File: src/rtl/multi_pattern_sequence_detector.sv
// ---------------------------------------------------------------------------
// multi_pattern_sequence_detector
//
// Watches one serial bit stream and compares the most recent SEQ_W valid bits
// against NUM_PAT independently programmable patterns. Every slot has its own
// don't-care mask, overlap mode, one-cycle seen pulse and saturating counter.
//
// Ports:
//   clk          clock, all state updates on the rising edge
//   reset        asynchronous active-high reset
//   cfg_we       write strobe for one pattern slot
//   cfg_idx      slot index; values >= NUM_PAT are ignored
//   cfg_pattern  target sequence, MSB is the oldest bit
//   cfg_mask     1 = compare bit, 0 = don't care
//   cfg_overlap  1 = overlapping detection, 0 = non-overlapping
//   din_valid    din is sampled only when high
//   din          serial data bit
//   clr_cnt      synchronous clear of all match counters (wins over a match)
//   seen         bit i pulses for one cycle after a match of pattern i
//   match_cnt    counter i at bits [i*CNT_W +: CNT_W]
// ---------------------------------------------------------------------------
module multi_pattern_sequence_detector #(
    parameter int SEQ_W   = 5,
    parameter int NUM_PAT = 2,
    parameter int CNT_W   = 8,
    parameter int IDX_W   = (NUM_PAT > 1) ? $clog2(NUM_PAT) : 1
) (
    input  logic                     clk,
    input  logic                     reset,
    input  logic                     cfg_we,
    input  logic [IDX_W-1:0]         cfg_idx,
    input  logic [SEQ_W-1:0]         cfg_pattern,
    input  logic [SEQ_W-1:0]         cfg_mask,
    input  logic                     cfg_overlap,
    input  logic                     din_valid,
    input  logic                     din,
    input  logic                     clr_cnt,
    output logic [NUM_PAT-1:0]       seen,
    output logic [NUM_PAT*CNT_W-1:0] match_cnt
);

    localparam int                FILL_W   = $clog2(SEQ_W + 1);
    localparam logic [FILL_W-1:0] FILL_MAX = FILL_W'(SEQ_W);
    // The bit being accepted on this edge completes the window, so one
    // fewer than SEQ_W previously accepted bits is enough.
    localparam logic [FILL_W-1:0] FILL_THR = FILL_W'(SEQ_W - 1);
    localparam logic [CNT_W-1:0]  CNT_MAX  = {CNT_W{1'b1}};

    logic [SEQ_W-1:0]         sh_q, sh_d;
    logic [SEQ_W-1:0]         pat_q  [NUM_PAT];
    logic [SEQ_W-1:0]         pat_d  [NUM_PAT];
    logic [SEQ_W-1:0]         mask_q [NUM_PAT];
    logic [SEQ_W-1:0]         mask_d [NUM_PAT];
    logic [FILL_W-1:0]        fill_q [NUM_PAT];
    logic [FILL_W-1:0]        fill_d [NUM_PAT];
    logic [NUM_PAT-1:0]       ovl_q, ovl_d;
    logic [NUM_PAT-1:0]       armed_q, armed_d;
    logic [NUM_PAT-1:0]       seen_q, seen_d;
    logic [NUM_PAT*CNT_W-1:0] cnt_q, cnt_d;
    logic [NUM_PAT-1:0]       wr_s;
    logic [NUM_PAT-1:0]       hit_s;

    // Next-state logic for the shared shift register and every pattern slot.
    always_comb begin
        sh_d    = sh_q;
        ovl_d   = ovl_q;
        armed_d = armed_q;
        seen_d  = {NUM_PAT{1'b0}};
        cnt_d   = cnt_q;
        wr_s    = {NUM_PAT{1'b0}};
        hit_s   = {NUM_PAT{1'b0}};

        if (din_valid) begin
            sh_d = {sh_q[SEQ_W-2:0], din};
        end else begin
            sh_d = sh_q;
        end

        for (int i = 0; i < NUM_PAT; i++) begin
            pat_d[i]  = pat_q[i];
            mask_d[i] = mask_q[i];
            fill_d[i] = fill_q[i];

            // Indices >= NUM_PAT never equal any slot number, so they drop out.
            wr_s[i]  = cfg_we && (cfg_idx == IDX_W'(i));
            // A write to this slot on the same edge suppresses its match.
            hit_s[i] = din_valid && armed_q[i] && !wr_s[i] &&
                       (fill_q[i] >= FILL_THR) &&
                       (((sh_d ^ pat_q[i]) & mask_q[i]) == {SEQ_W{1'b0}});

            if (wr_s[i]) begin
                pat_d[i]   = cfg_pattern;
                mask_d[i]  = cfg_mask;
                ovl_d[i]   = cfg_overlap;
                armed_d[i] = 1'b1;
                fill_d[i]  = {FILL_W{1'b0}};
            end else if (hit_s[i] && !ovl_q[i]) begin
                fill_d[i]  = {FILL_W{1'b0}};
            end else if (din_valid && (fill_q[i] != FILL_MAX)) begin
                fill_d[i]  = fill_q[i] + FILL_W'(1);
            end else begin
                fill_d[i]  = fill_q[i];
            end

            seen_d[i] = hit_s[i];

            if (clr_cnt) begin
                cnt_d[i*CNT_W +: CNT_W] = {CNT_W{1'b0}};
            end else if (hit_s[i] && (cnt_q[i*CNT_W +: CNT_W] != CNT_MAX)) begin
                cnt_d[i*CNT_W +: CNT_W] = cnt_q[i*CNT_W +: CNT_W] + CNT_W'(1);
            end else begin
                cnt_d[i*CNT_W +: CNT_W] = cnt_q[i*CNT_W +: CNT_W];
            end
        end
    end

    // State registers; reset leaves slots disarmed with full masks and overlap on.
    always_ff @(posedge clk or posedge reset) begin
        if (reset) begin
            sh_q    <= {SEQ_W{1'b0}};
            ovl_q   <= {NUM_PAT{1'b1}};
            armed_q <= {NUM_PAT{1'b0}};
            seen_q  <= {NUM_PAT{1'b0}};
            cnt_q   <= {(NUM_PAT*CNT_W){1'b0}};
            for (int i = 0; i < NUM_PAT; i++) begin
                pat_q[i]  <= {SEQ_W{1'b0}};
                mask_q[i] <= {SEQ_W{1'b1}};
                fill_q[i] <= {FILL_W{1'b0}};
            end
        end else begin
            sh_q    <= sh_d;
            ovl_q   <= ovl_d;
            armed_q <= armed_d;
            seen_q  <= seen_d;
            cnt_q   <= cnt_d;
            for (int i = 0; i < NUM_PAT; i++) begin
                pat_q[i]  <= pat_d[i];
                mask_q[i] <= mask_d[i];
                fill_q[i] <= fill_d[i];
            end
        end
    end

    assign seen      = seen_q;
    assign match_cnt = cnt_q;

endmodule
File: config.mk
export PLATFORM = sky130hd
export DESIGN_NAME = multi_pattern_sequence_detector
export DESIGN_NICKNAME = d
export VERILOG_FILES = /design/src/rtl/multi_pattern_sequence_detector.sv
export SDC_FILE = /design/constraint.sdc
export NUM_CORES = 1
export LEC_CHECK = 0
export CAP_MARGIN = 20
export CORE_ASPECT_RATIO = 1.1
export CORE_MARGIN = 5
export CORE_UTILIZATION = 50
export CTS_BUF_LIST = sky130_fd_sc_hd__clkbuf_2
export CTS_CLUSTER_SIZE = 25
export DETAILED_ROUTE_END_ITERATION = 16
export PLACE_DENSITY_LB_ADDON = 0.3
export SYNTH_ARGS = -nofsm -noshare
export SYNTH_HDL_FRONTEND = slang
export SYNTH_SLANG_ARGS = --single-unit
File: constraint.sdc
create_clock -name clk -period 2.8 [get_ports clk]
set_input_delay 0.84 -clock clk [delete_from_list [all_inputs] [get_ports clk]]
set_output_delay 0.84 -clock clk [all_outputs]
set_load 0.1 [all_outputs]
After elaboration in Yosys (flattened, before gate mapping). Cells that the tools add are included.

Add/sub/neg operators: 4. Magnitude comparators: 2. Bitwise operators: 5. Equal/unequal tests: 4. Reductions and logical operators: 26. Multiplexer cells: 11.

Operator list (number): $mux W8 (4); $mux W3 (6); $add A8 B1 Y8 const B (2); $logic_and A1 B1 Y1 (16); $ne A8 B8 Y1 const B (2); $and A5 B5 Y5 (2); $logic_not A5 Y1 (2); $xor A5 B5 Y5 (2); $add A3 B1 Y3 const B (2); $ge A3 B3 Y1 const B (2); $ne A3 B3 Y1 const B (2); $reduce_bool A3 Y1 (2); $mux W5 (1); $logic_not A1 Y1 (4); $reduce_bool A2 Y1 (2); $not A1 Y1 (1).

Register bits after elaboration: 53. Word-level logic and storage cells: 66. Output and inout bits: 18. Input bits: 18.

Depth between registers and ports, before layout. Gate-level depths: netlist of the first run.

Word-level depth: 9. Mapped depth: 7. Gate-level depth less buffers: 6.

Least setup slack after synthesis of the first run. OpenSTA, ideal clock, no wires.

Path kind: input port to flip-flop. Start: input port din_valid. End: register cnt_q[3], in the netlist match_cnt[3]. Setup slack: 189 ps. Stages: 7. Required time: 2675 ps. Setup time: 125 ps. Arrival: 2486 ps. Path buffers: 2. Cells stage by stage: buf_6 -> mux2i_1 -> mux2i_1 -> a2111o_1 -> buf_2 -> nor4b_1 -> mux2_2.

Cells in the longest elaborated chain, start to end: 7. Elaborated cells on any way between the ends: 10. Those cells by class: 1 x mux; 2 x bitwise; 7 x reduce/logical.

Ends and longest elaborated chain: start: declaration (RTL line 35) `input logic din_valid,`; $mux W5 (RTL line 73) `if (din_valid) begin`; $xor A5 B5 Y5 (RTL line 89) `(((sh_d ^ pat_q[i]) & mask_q[i]) == {SEQ_W{1'b0}});`; $and A5 B5 Y5 (RTL line 89); $logic_not A5 Y1 (RTL line 89); $logic_and A1 B1 Y1 (*) (RTL line 88) `(fill_q[i] >= FILL_THR) &&`; $logic_and A1 B1 Y1 (*) (RTL line 109) `end else if (hit_s[i] && (cnt_q[i*CNT_W +: CNT_W] != CNT_MAX)) begin`; $reduce_bool A2 Y1 (no line) (*); end signal: assignment (RTL line 124) `cnt_q <= {(NUM_PAT*CNT_W){1'b0}};`; end signal: assignment (RTL line 135) `cnt_q <= cnt_d;`; end: declaration (RTL line 59) `logic [NUM_PAT*CNT_W-1:0] cnt_q, cnt_d;`.

Mark *: on every way between the ends. The rest lies on a longest branch, timed or not. A chain may end at the register's enable or synchronous reset.

Worst setup path after layout of the first run. Ends and elaborated chain as after synthesis.

==> metrics, run 1 <==
setup slack after placement -536.0 ps; most common library cell in the layout ignoring fill and taps sky130_fd_sc_hd__dfrtp_1; worst skew pair latency 440 ps; Max transition margin 74.36%; CTS sink count 53; Yosys reg bits 53; number of library cell types mapped by synthesis 35; critical path capture point type flip-flop; simple-gate share of the synthesized area 19.07%; netlist area before placement 2684 sq um; worst path cell trace dlygate4sd2_1 > mux2i_1 > buf_4 > xnor2_1 > a2111o_1 > nor4b_1 > mux2_2; vias in the first global route 1,873; biggest area contributors in the synthesized netlist sky130_fd_sc_hd__dfrtp_1 (38%), sky130_fd_sc_hd__mux2_2 (12%), sky130_fd_sc_hd__dfstp_2 (12%), sky130_fd_sc_hd__mux2i_1 (4.8%), sky130_fd_sc_hd__ha_1 (2.8%); final critical-path required period 2596 ps; number of nets with antenna violations after detailed routing 0; Max Cap Viol 0; cell leakage power 0.001456 uW; initial antenna violation count 0; post-synthesis share of cell area spent on xor and xnor gates 1.958%; die width 79.86 um; total of endpoints with negative setup slack in the final report 0; clock-pin slew on the worst setup and hold paths 260 ps; DR WL/cell 13.41 um; CTS tree done; remaining global-route overflow 0; critical path type primary input to flip-flop; count of inserted antenna diode cells 0; Fmax 385.2 MHz; post-synthesis instance total 239; post-synthesis average cell area 11.23 sq um; post-CTS repair timing setup buffer count 0; hold violation count in the final report 0; pin count of the biggest net entering global routing 42; transition time at the pin with the least slew margin 381.2 ps; layout cell share with drive strength beyond 1 32.65%; DR vias 1,915; maximum count of clock buffers along a single path 2; area fraction in compound gates after synthesis 5.641%; area of the placeable core 5290 sq um; deepest level of the CTS H-tree 2; number of buffers added by the clock tree synthesis step 5; buffer type at the clock tree root sky130_fd_sc_hd__clkbuf_2; share of Yosys cell area claimed by the top area cell type 38.23%; critical path required time 3160 ps; global-route wire length before repair 8.500 mm; Setup WS post-layout 204.2 ps; Worst setup SP type primary input; post-layout power 1841 uW; number of slew-limit violations in the final report 0; total number of yosys warnings 0; biggest cell delay along the critical path 550 ps; Area Growth Syn to Fin 21.31%; outcome completed; share of the cycle needed by the critical path after routing 92.71%; critical-path cell with the highest stage delay sky130_fd_sc_hd__a2111o_1; class of the tightest hold or removal check flip-flop to flip-flop; arithmetic-cell share of the synthesized area counting full adders, half adders and majority gates 2.797%; Max IR drop VDD 0.2352 mV; NumNets Final 314; GRT Util Overall 15.44%; largest family of logic cells by synthesized area simple AND/OR/NAND/NOR gates; violation count after the first detailed-route iteration 99; share of the yosys chip area belonging to registers 49.98%; number of ports placed on the die boundary 36; arrival time reported for the critical path endpoint 2950 ps; area enclosed by the die boundary 6935 sq um; DR vias/cell 5.232; family with the most delay on the worst path multiplexers; WP buf/inv 2; number of DRC violations after detailed routing 0; effective utilization at floorplan 50.73%; Post-Syn Nets 263; CP max FO 9; Layout Utilization 61.54%; half-perimeter wire length of the detailed placement result 3.655 mm; Worst Clk Skew 31.78 ps; gp weighted congestion 0.8095; total of buffers placed on input and output ports 35; post-detailed-routing wire length 4.908 mm; number of detailed-routing iterations run before antenna repair 4; RSZ-0062 raised after global routing no; Die Y 86.84 um; multiplexer share of the synthesized area 17.02%; most used cells in the layout excluding fill and tap cells sky130_fd_sc_hd__dfrtp_1 (41), sky130_fd_sc_hd__buf_4 (37), sky130_fd_sc_hd__mux2_2 (29); ratio of total power to cell area 565.6 nW/um^2; leading area contributor after synthesis sky130_fd_sc_hd__dfrtp_1; row cnt 28
-- cell type report --
type                       instances  area (sq um)
clock inverter                     2         38.79
inverter                          10         37.54
fill                             451          2034
sequential                        53          1341
timing repair buffer              55         466.7
tap                               75         93.84
clock buffer                       6         30.03
multi-input combinational        165          1247
-- registers in the layout, summed over array words and instances, names as in the netlist --
name,cells
match_cnt,16
armed_q,2
sh_q,5
pat_q,10
ovl_q,2
seen,2
mask_q,10
fill_q,6
-- cell families after synthesis --
group           count (synthesis)
simple gates                   88
flops                          53
mux                            42
compound gates                 23
buf+inv                        21
xor+xnor                        6
fa+ha+maj                       6
-- worst register-to-register path, cell delays in order, from the launching register on --
cell,delay (ps)
sky130_fd_sc_hd__dfrtp_1,440
sky130_fd_sc_hd__mux2i_1,140
sky130_fd_sc_hd__buf_4,150
sky130_fd_sc_hd__xnor2_1,60
sky130_fd_sc_hd__a2111o_1,550
sky130_fd_sc_hd__nor4b_1,390
sky130_fd_sc_hd__mux2_2,370
-- power breakdown --
part           internal (uW)  switching, uW  total [uW]  leakage (uW)
clock                    157            234         390     0.0000432
sequential               891           76.0         967      0.000647
combinational            239            245         485      0.000766
-- repair_timing --
action | in CTS | in global routing
resized for setup | 1 | 0
endpoints found under the setup margin | 1 | 0
hold buffers | 0 | 0
-- worst paths after layout --
| kind | startpoint | cells after the start | end | slack (ps) |
|---|---|---|---|---|
| setup reg to reg | sh_q[1] | 6 | match_cnt[3] | 640 |
| max in group asynchronous | reset | 3 | mask_q[0] | 1600 |
| min in group asynchronous | reset | 2 | match_cnt[11] | 610 |
| setup / recovery | din_valid | 7 | match_cnt[3] | 200 |
| hold / removal | armed_q[0] | 1 | armed_q[0] | 500 |
| hold reg to reg | armed_q[0] | 1 | armed_q[0] | 500 |
-- per-layer routing --
metal,GRT usage (%),vias to the layer above,part of all wire (%)
met4,5.069,0,1.2
li1,-,956,-
met3,3.222,4,3.4
met1,19.95,922,46
met5,0,-,0
met2,25.89,33,49
-- cells in the mapped netlist, drive strengths merged --
library cell / n
nor2b: 9
o21ai: 4
a211o: 1
nand3: 6
a2111o: 2
and3: 4
dfstp: 12
nor2: 11
a21oi: 8
nand2: 13
xnor2: 5
clkbuf: 7
nor3: 8
o31ai: 6
nor3b: 1
nor4b: 1
buf: 4
mux2i: 13
and4: 2
or4: 6
inv: 10
xor2: 1
or2: 1
mux2: 29
nand4: 4
or2b: 3
nor4: 7
a21boi: 2
ha: 6
nand2b: 8
and4b: 2
and2: 2
dfrtp: 41
-- through the flow --
step | hold WS [ps] | TNS, ps | cell area, sq um | std cells
global route | 518.4 | 0 | 3256 | 366
finish | 499.0 | 0 | 3256 | 366
floorplan | 435.5 | 0 | 2684 | 239
global placement | 451.2 | -8288 | 3188 | 358
detailed placement | 451.7 | -8863 | 3188 | 358
CTS | 502.9 | 0 | 3256 | 366
No activity file was read; power rests on OpenSTA's default activity.
==> run 2: changes to the inputs <==
- CELL_PAD_IN_SITES_DETAIL_PLACEMENT: unset -> 1
- CELL_PAD_IN_SITES_GLOBAL_PLACEMENT: unset -> 2
- CORE_UTILIZATION: 50 -> 37
==> run 2 against run 1 <==
Against the previous run:
- worst setup slack lost 31 ps
- final cell count rose by 3.0%
- global-route usage shrank 1.7 points
- power increased by 1.6%
- register-to-register slack worse by 60 ps
- core utilization shrank 15 points
- critical path depth is the same
- critical path type unchanged
- clock power hardly changed
- sequential cell count is the same
- clock skew shrank 19 ps
- routed wire length grew 20%
- final area increased by 0.50%
==> metrics, run 2 (synthesized netlist as in run 1, its figures left out) <==
max FFs per register 16 (unchanged); share of the cycle needed by the critical path after routing 93.83% (+1.1 points); number of nets with antenna violations after detailed routing 0 (unchanged); DR vias 1,969 (+2.8%); Die Y 99.33 um (+14%); outcome completed; global-route wire length before repair 10.16 mm (+20%); Worst setup SP type primary input; clock-pin slew on the worst setup and hold paths 270 ps (about the same); total of buffers placed on input and output ports 35 (unchanged); critical path type primary input to flip-flop; NumNets Final 315 (+0.32%); row cnt 32 (+14%); DP Cell Count 369 (+3.1%); number of detailed-routing iterations run before antenna repair 4 (unchanged); Worst Clk Skew 13.17 ps (-18.61 ps); gp weighted congestion 0.7297 (-9.9%); CP max FO 10 (+1); GRT Util Overall 13.77% (-1.7 points); area of the placeable core 7047 sq um (+33%); number of ports placed on the die boundary 36 (unchanged); remaining global-route overflow 0 (unchanged); power share of the combinational group 27.3% (+1.0 points); die width 91.21 um (+14%); pin count of the biggest net entering global routing 30 (-29%); violation count after the first detailed-route iteration 36 (-64%); number of DRC violations after detailed routing 0 (unchanged); ratio of total power to cell area 571.8 nW/um^2 (+1.1%); worst skew pair latency 430 ps (about the same); cell leakage power 0.001457 uW (about the same); hold violation count in the final report 0 (unchanged); Area Growth Syn to Fin 21.91%; Max Cap Viol 0 (unchanged); initial antenna violation count 0 (unchanged); class of the tightest hold or removal check flip-flop to flip-flop; critical path required time 3150 ps (about the same); final critical-path required period 2627 ps (+31.33 ps); deepest level of the CTS H-tree 2 (unchanged); final instance area 3272 sq um (+0.50%); count of inserted antenna diode cells 0 (unchanged); arrival time reported for the critical path endpoint 2970 ps (+20 ps); Placement Cell Area 3208 sq um (+0.63%); count of hold-fix buffers inserted at cts 0 (unchanged); number of buffers added by the clock tree synthesis step 5 (unchanged); transition time at the pin with the least slew margin 425.4 ps (+44.20 ps); effective utilization at floorplan 38.09% (-13 points); Switching Power 578.3 uW (+4.2%); relative contribution of sequential cells to total power 51.7% (-0.8 points); post-CTS repair timing setup buffer count 0 (unchanged); total of endpoints with negative setup slack in the final report 0 (unchanged); vias in the first global route 2,136 (+14%); CTS sink count 53 (unchanged); RSZ-0062 raised after global routing no; number of slew-limit violations in the final report 0 (unchanged); Clk network pwr share 21.0% (-0.2 points); post-detailed-routing wire length 5.867 mm (+20%); critical path capture point type flip-flop; Max transition margin 71.39% (-3.0 points); most common library cell in the layout ignoring fill and taps sky130_fd_sc_hd__dfrtp_1; maximum count of clock buffers along a single path 2 (unchanged); proportion of total power due to net switching 30.91% (+0.78 points); Fmax 380.6 MHz (-1.2%); Max IR drop VDD 0.2165 mV (-7.9%); CTS tree done; DR WL/cell 15.56 um (+16%); layout cell share with drive strength beyond 1 32.88% (+0.23 points); buffer type at the clock tree root sky130_fd_sc_hd__clkbuf_2; most used cells in the layout excluding fill and tap cells sky130_fd_sc_hd__dfrtp_1 (41), sky130_fd_sc_hd__buf_4 (38), sky130_fd_sc_hd__mux2_2 (29); Int Power 1293 uW (+0.47%); half-perimeter wire length of the detailed placement result 4.300 mm (+18%); DR vias/cell 5.223 (-0.18%); post-route insts no fill 377 (+3.0%); area enclosed by the die boundary 9059 sq um (+31%)
==> run 2: layout make-up <==
| type | count | area [sq um] |
|---|---|---|
| Inverter | 10 | 37.54 |
| Clock buffer | 6 | 30.03 |
| Fill cell | 783 | 3775 |
| Multi-Input combinational cell | 165 | 1249 |
| Tap cell | 85 | 106.4 |
| Timing Repair Buffer | 56 | 474.2 |
| Clock inverter | 2 | 33.78 |
| Sequential cell | 53 | 1341 |
==> run 2: routing by layer <==
layer	up-vias	GRT usage (%)	wire, um
met4	0	3.386	60
met5	-	0	0
met2	27	24.42	3001
met1	983	16.67	2589
met3	5	3.480	215
li1	954	-	-
==> run 2: what timing repair did <==
action	in CTS	in global routing
endpoints found under the hold margin	0	0
setup endpoints to repair	8	0
gates resized for setup	2	0
==> run 2: worst max-delay path, cell delays in order <==
cell                            delay (ps)
sky130_fd_sc_hd__dlygate4sd2_1         360
sky130_fd_sc_hd__mux2i_1               210
sky130_fd_sc_hd__buf_4                 140
sky130_fd_sc_hd__mux2i_1                70
sky130_fd_sc_hd__a2111o_2              560
sky130_fd_sc_hd__nor4b_1               400
sky130_fd_sc_hd__mux2_2                380
==> run 2: per-stage QoR <==
step	util [%]	power, uW	worst slack [ps]	setup TNS, ps	hold slack, ps
final	46.43	1871	172.9	0	511.8
after global routing	46.43	2003	82.44	0	530.4
after CTS	46.43	1910	183.7	0	516.5
after detailed placement	45.53	1505	-606.2	-10040	458.8
after global placement	45.53	1476	-518.0	-9045	453.1
after floorplan	-	1310	189.0	0	435.5
==> run 2: final timing paths <==
path / depth (start not counted) / slack (ps) / end / start
worst min register to register: 1 / 510 / armed_q[1] / armed_q[1]
worst min-delay path: 1 / 510 / armed_q[1] / armed_q[1]
max in group asynchronous: 3 / 1740 / mask_q[8] / reset
worst max register to register: 6 / 580 / match_cnt[3] / sh_q[0]
worst max-delay path: 7 / 170 / match_cnt[3] / din_valid
min in group asynchronous: 3 / 690 / fill_q[5] / reset
==> run 2: power groups by stage <==
| stage | Sequential (uW) | Clock (uW) | Combinational (uW) |
|---|---|---|---|
| floorplan | 991 | 0 | 319 |
| global placement | 978 | 0 | 498 |
| detailed placement | 986 | 0 | 519 |
| CTS | 972 | 414 | 524 |
| global route | 988 | 443 | 572 |
| finish | 968 | 393 | 510 |
==> run 3: changes to the inputs <==
- CORE_MARGIN: 5 -> unset
- PLACE_DENSITY_LB_ADDON: 0.3 -> 0.08
- TNS_END_PERCENT: unset -> 100
==> run 3 against run 2 <==
Against the previous run:
- critical path depth stayed put
- first-iteration DRC count rose by 64%
- final cell count up 0.53%
- largest cell class unchanged
==> metrics, run 3 (synthesized netlist as in run 1, its figures left out) <==
pin count of the biggest net entering global routing 27 (-10%); buffer type at the clock tree root sky130_fd_sc_hd__clkbuf_2; Area Growth Syn to Fin 23.36%; Clk network pwr share 20.8% (-0.2 points); area enclosed by the die boundary 7599 sq um (-16%); critical path type primary input to flip-flop; CTS tree done; post-detailed-routing wire length 5.862 mm (about the same); die width 83.21 um (-8.8%); DR vias 1,987 (+0.91%); violation count after the first detailed-route iteration 59 (+64%); row cnt 32 (unchanged); gp weighted congestion 0.7183 (-1.6%); area of the placeable core 7007 sq um (-0.57%); remaining global-route overflow 0 (unchanged); total of buffers placed on input and output ports 35 (unchanged); critical path required time 3150 ps (about the same); number of buffers added by the clock tree synthesis step 5 (unchanged); Max Cap Viol 0 (unchanged); count of hold-fix buffers inserted at cts 0 (unchanged); deepest level of the CTS H-tree 2 (unchanged); arrival time reported for the critical path endpoint 2950 ps (-20 ps); NumNets Final 317 (+0.63%); most used cells in the layout excluding fill and tap cells sky130_fd_sc_hd__dfrtp_1 (41), sky130_fd_sc_hd__buf_4 (38), sky130_fd_sc_hd__mux2_2 (29); half-perimeter wire length of the detailed placement result 4.219 mm (-1.9%); layout cell share with drive strength beyond 1 32.99% (+0.12 points); Fmax 384.8 MHz (+1.1%); vias in the first global route 2,014 (-5.7%); final-layout setup total negative slack 0 ps (unchanged); cell leakage power 0.001467 uW (+0.66%); max FFs per register 16 (unchanged); number of nets with antenna violations after detailed routing 0 (unchanged); final instance area 3311 sq um (+1.2%); Die Y 91.33 um (-8.1%); Int Power 1301 uW (+0.62%); hold violation count in the final report 0 (unchanged); maximum count of clock buffers along a single path 2 (unchanged); outcome completed; CP max FO 6 (-4); class of the tightest hold or removal check flip-flop to flip-flop; Worst Clk Skew 16.06 ps (+2.889 ps); ratio of total power to cell area 572.9 nW/um^2 (+0.18%); relative contribution of sequential cells to total power 51.1% (-0.6 points); total of endpoints with negative setup slack in the final report 0 (unchanged); proportion of total power due to net switching 31.42% (+0.51 points); most common library cell in the layout ignoring fill and taps sky130_fd_sc_hd__dfrtp_1; setup slack after placement -576.8 ps (+29.43 ps); number of detailed-routing iterations run before antenna repair 4 (unchanged); final critical-path required period 2599 ps (-28.40 ps); critical path capture point type flip-flop; worst skew pair latency 430 ps (about the same); initial antenna violation count 0 (unchanged); global-route wire length before repair 10.12 mm (-0.40%); count of inserted antenna diode cells 0 (unchanged); Worst setup SP type primary input; transition time at the pin with the least slew margin 576.8 ps (+151.5 ps); number of slew-limit violations in the final report 0 (unchanged); GRT Util Overall 16.91% (+3.1 points); RSZ-0062 raised after global routing no; Max transition margin 61.49% (-9.9 points); Max IR drop VDD 0.2091 mV (-3.4%); power share of the combinational group 28.2% (+0.9 points); DR WL/cell 15.47 um (-0.61%); Setup WS post-layout 201.3 ps (+28.40 ps); CTS sink count 53 (unchanged); clock-pin slew on the worst setup and hold paths 270 ps (about the same); share of the cycle needed by the critical path after routing 92.81% (-1.0 points); Placement Cell Area 3228 sq um (+0.62%); Switching Power 596.0 uW (+3.0%); effective utilization at floorplan 38.30% (+0.22 points); DR vias/cell 5.243 (+0.38%); number of DRC violations after detailed routing 0 (unchanged); number of ports placed on the die boundary 36 (unchanged)
-- run 3: cell types whose count changed in the layout (fill, tap and decap cells not counted), sizes merged --
cell      previous run  this run
clkinvlp             0         1
clkbuf               6         5
a2111o               2         3
buf                 39        40
-- run 3: per-stage QoR --
| stage | hold WS [ps] | utilization, % | power [uW] | instances |
|---|---|---|---|---|
| 2_1_floorplan | 435.5 | - | 1310 | 239 |
| 3_3_place_gp | 455.1 | 46.07 | 1495 | 370 |
| 3_5_place_dp | 459.8 | 46.07 | 1516 | 370 |
| 4_1_cts | 516.7 | 47.25 | 1939 | 379 |
| 5_1_grt | 535.9 | 47.25 | 2041 | 379 |
| 6_report | 510.5 | 47.25 | 1897 | 379 |
-- run 3: layout make-up --
type	count	area (sq um)
fill	761	3696
sequential	53	1341
clock inverter	3	41.29
clock buffer	5	25.02
tap	85	106.4
multi-input combinational	166	1265
inverter	10	37.54
timing repair buffer	57	494.2
-- run 3: power groups by stage --
stage	combinational [uW]	clock [uW]	sequential (uW)
final	534	394	969
after CTS	549	419	971
after detailed placement	530	0	985
after global placement	514	0	981
after global routing	602	448	991
after floorplan	319	0	991
-- run 3: final timing paths --
| kind | startpoint | endpoint | slack, ps | cells after the start |
|---|---|---|---|---|
| max in group asynchronous | reset | mask_q[8] | 1490 | 3 |
| min reg2reg | armed_q[0] | armed_q[0] | 510 | 1 |
| min in group asynchronous | reset | seen[1] | 730 | 2 |
| max | din_valid | match_cnt[7] | 200 | 7 |
| min | armed_q[0] | armed_q[0] | 510 | 1 |
| max reg2reg | sh_q[1] | match_cnt[7] | 610 | 6 |
-- run 3: what timing repair did --
item | CTS | global route
gates resized for setup | 2 | 0
setup endpoints to repair | 4 | 0
buffers inserted | 0 | 0
hold endpoints to repair | 0 | 0
-- run 3: worst max-delay path: stages --
cell,delay (ps)
sky130_fd_sc_hd__dlygate4sd2_1,360
sky130_fd_sc_hd__mux2i_1,240
sky130_fd_sc_hd__buf_4,150
sky130_fd_sc_hd__mux2i_1,130
sky130_fd_sc_hd__a2111o_1,480
sky130_fd_sc_hd__nor4_1,380
sky130_fd_sc_hd__mux2_2,370
-- run 3: metal layers --
metal,track usage (%),wire (um),vias up
met4,4.741,68,0
met2,28.35,2884,24
li1,-,-,964
met3,3.091,151,6
met1,22.34,2758,993
met5,0,0,-
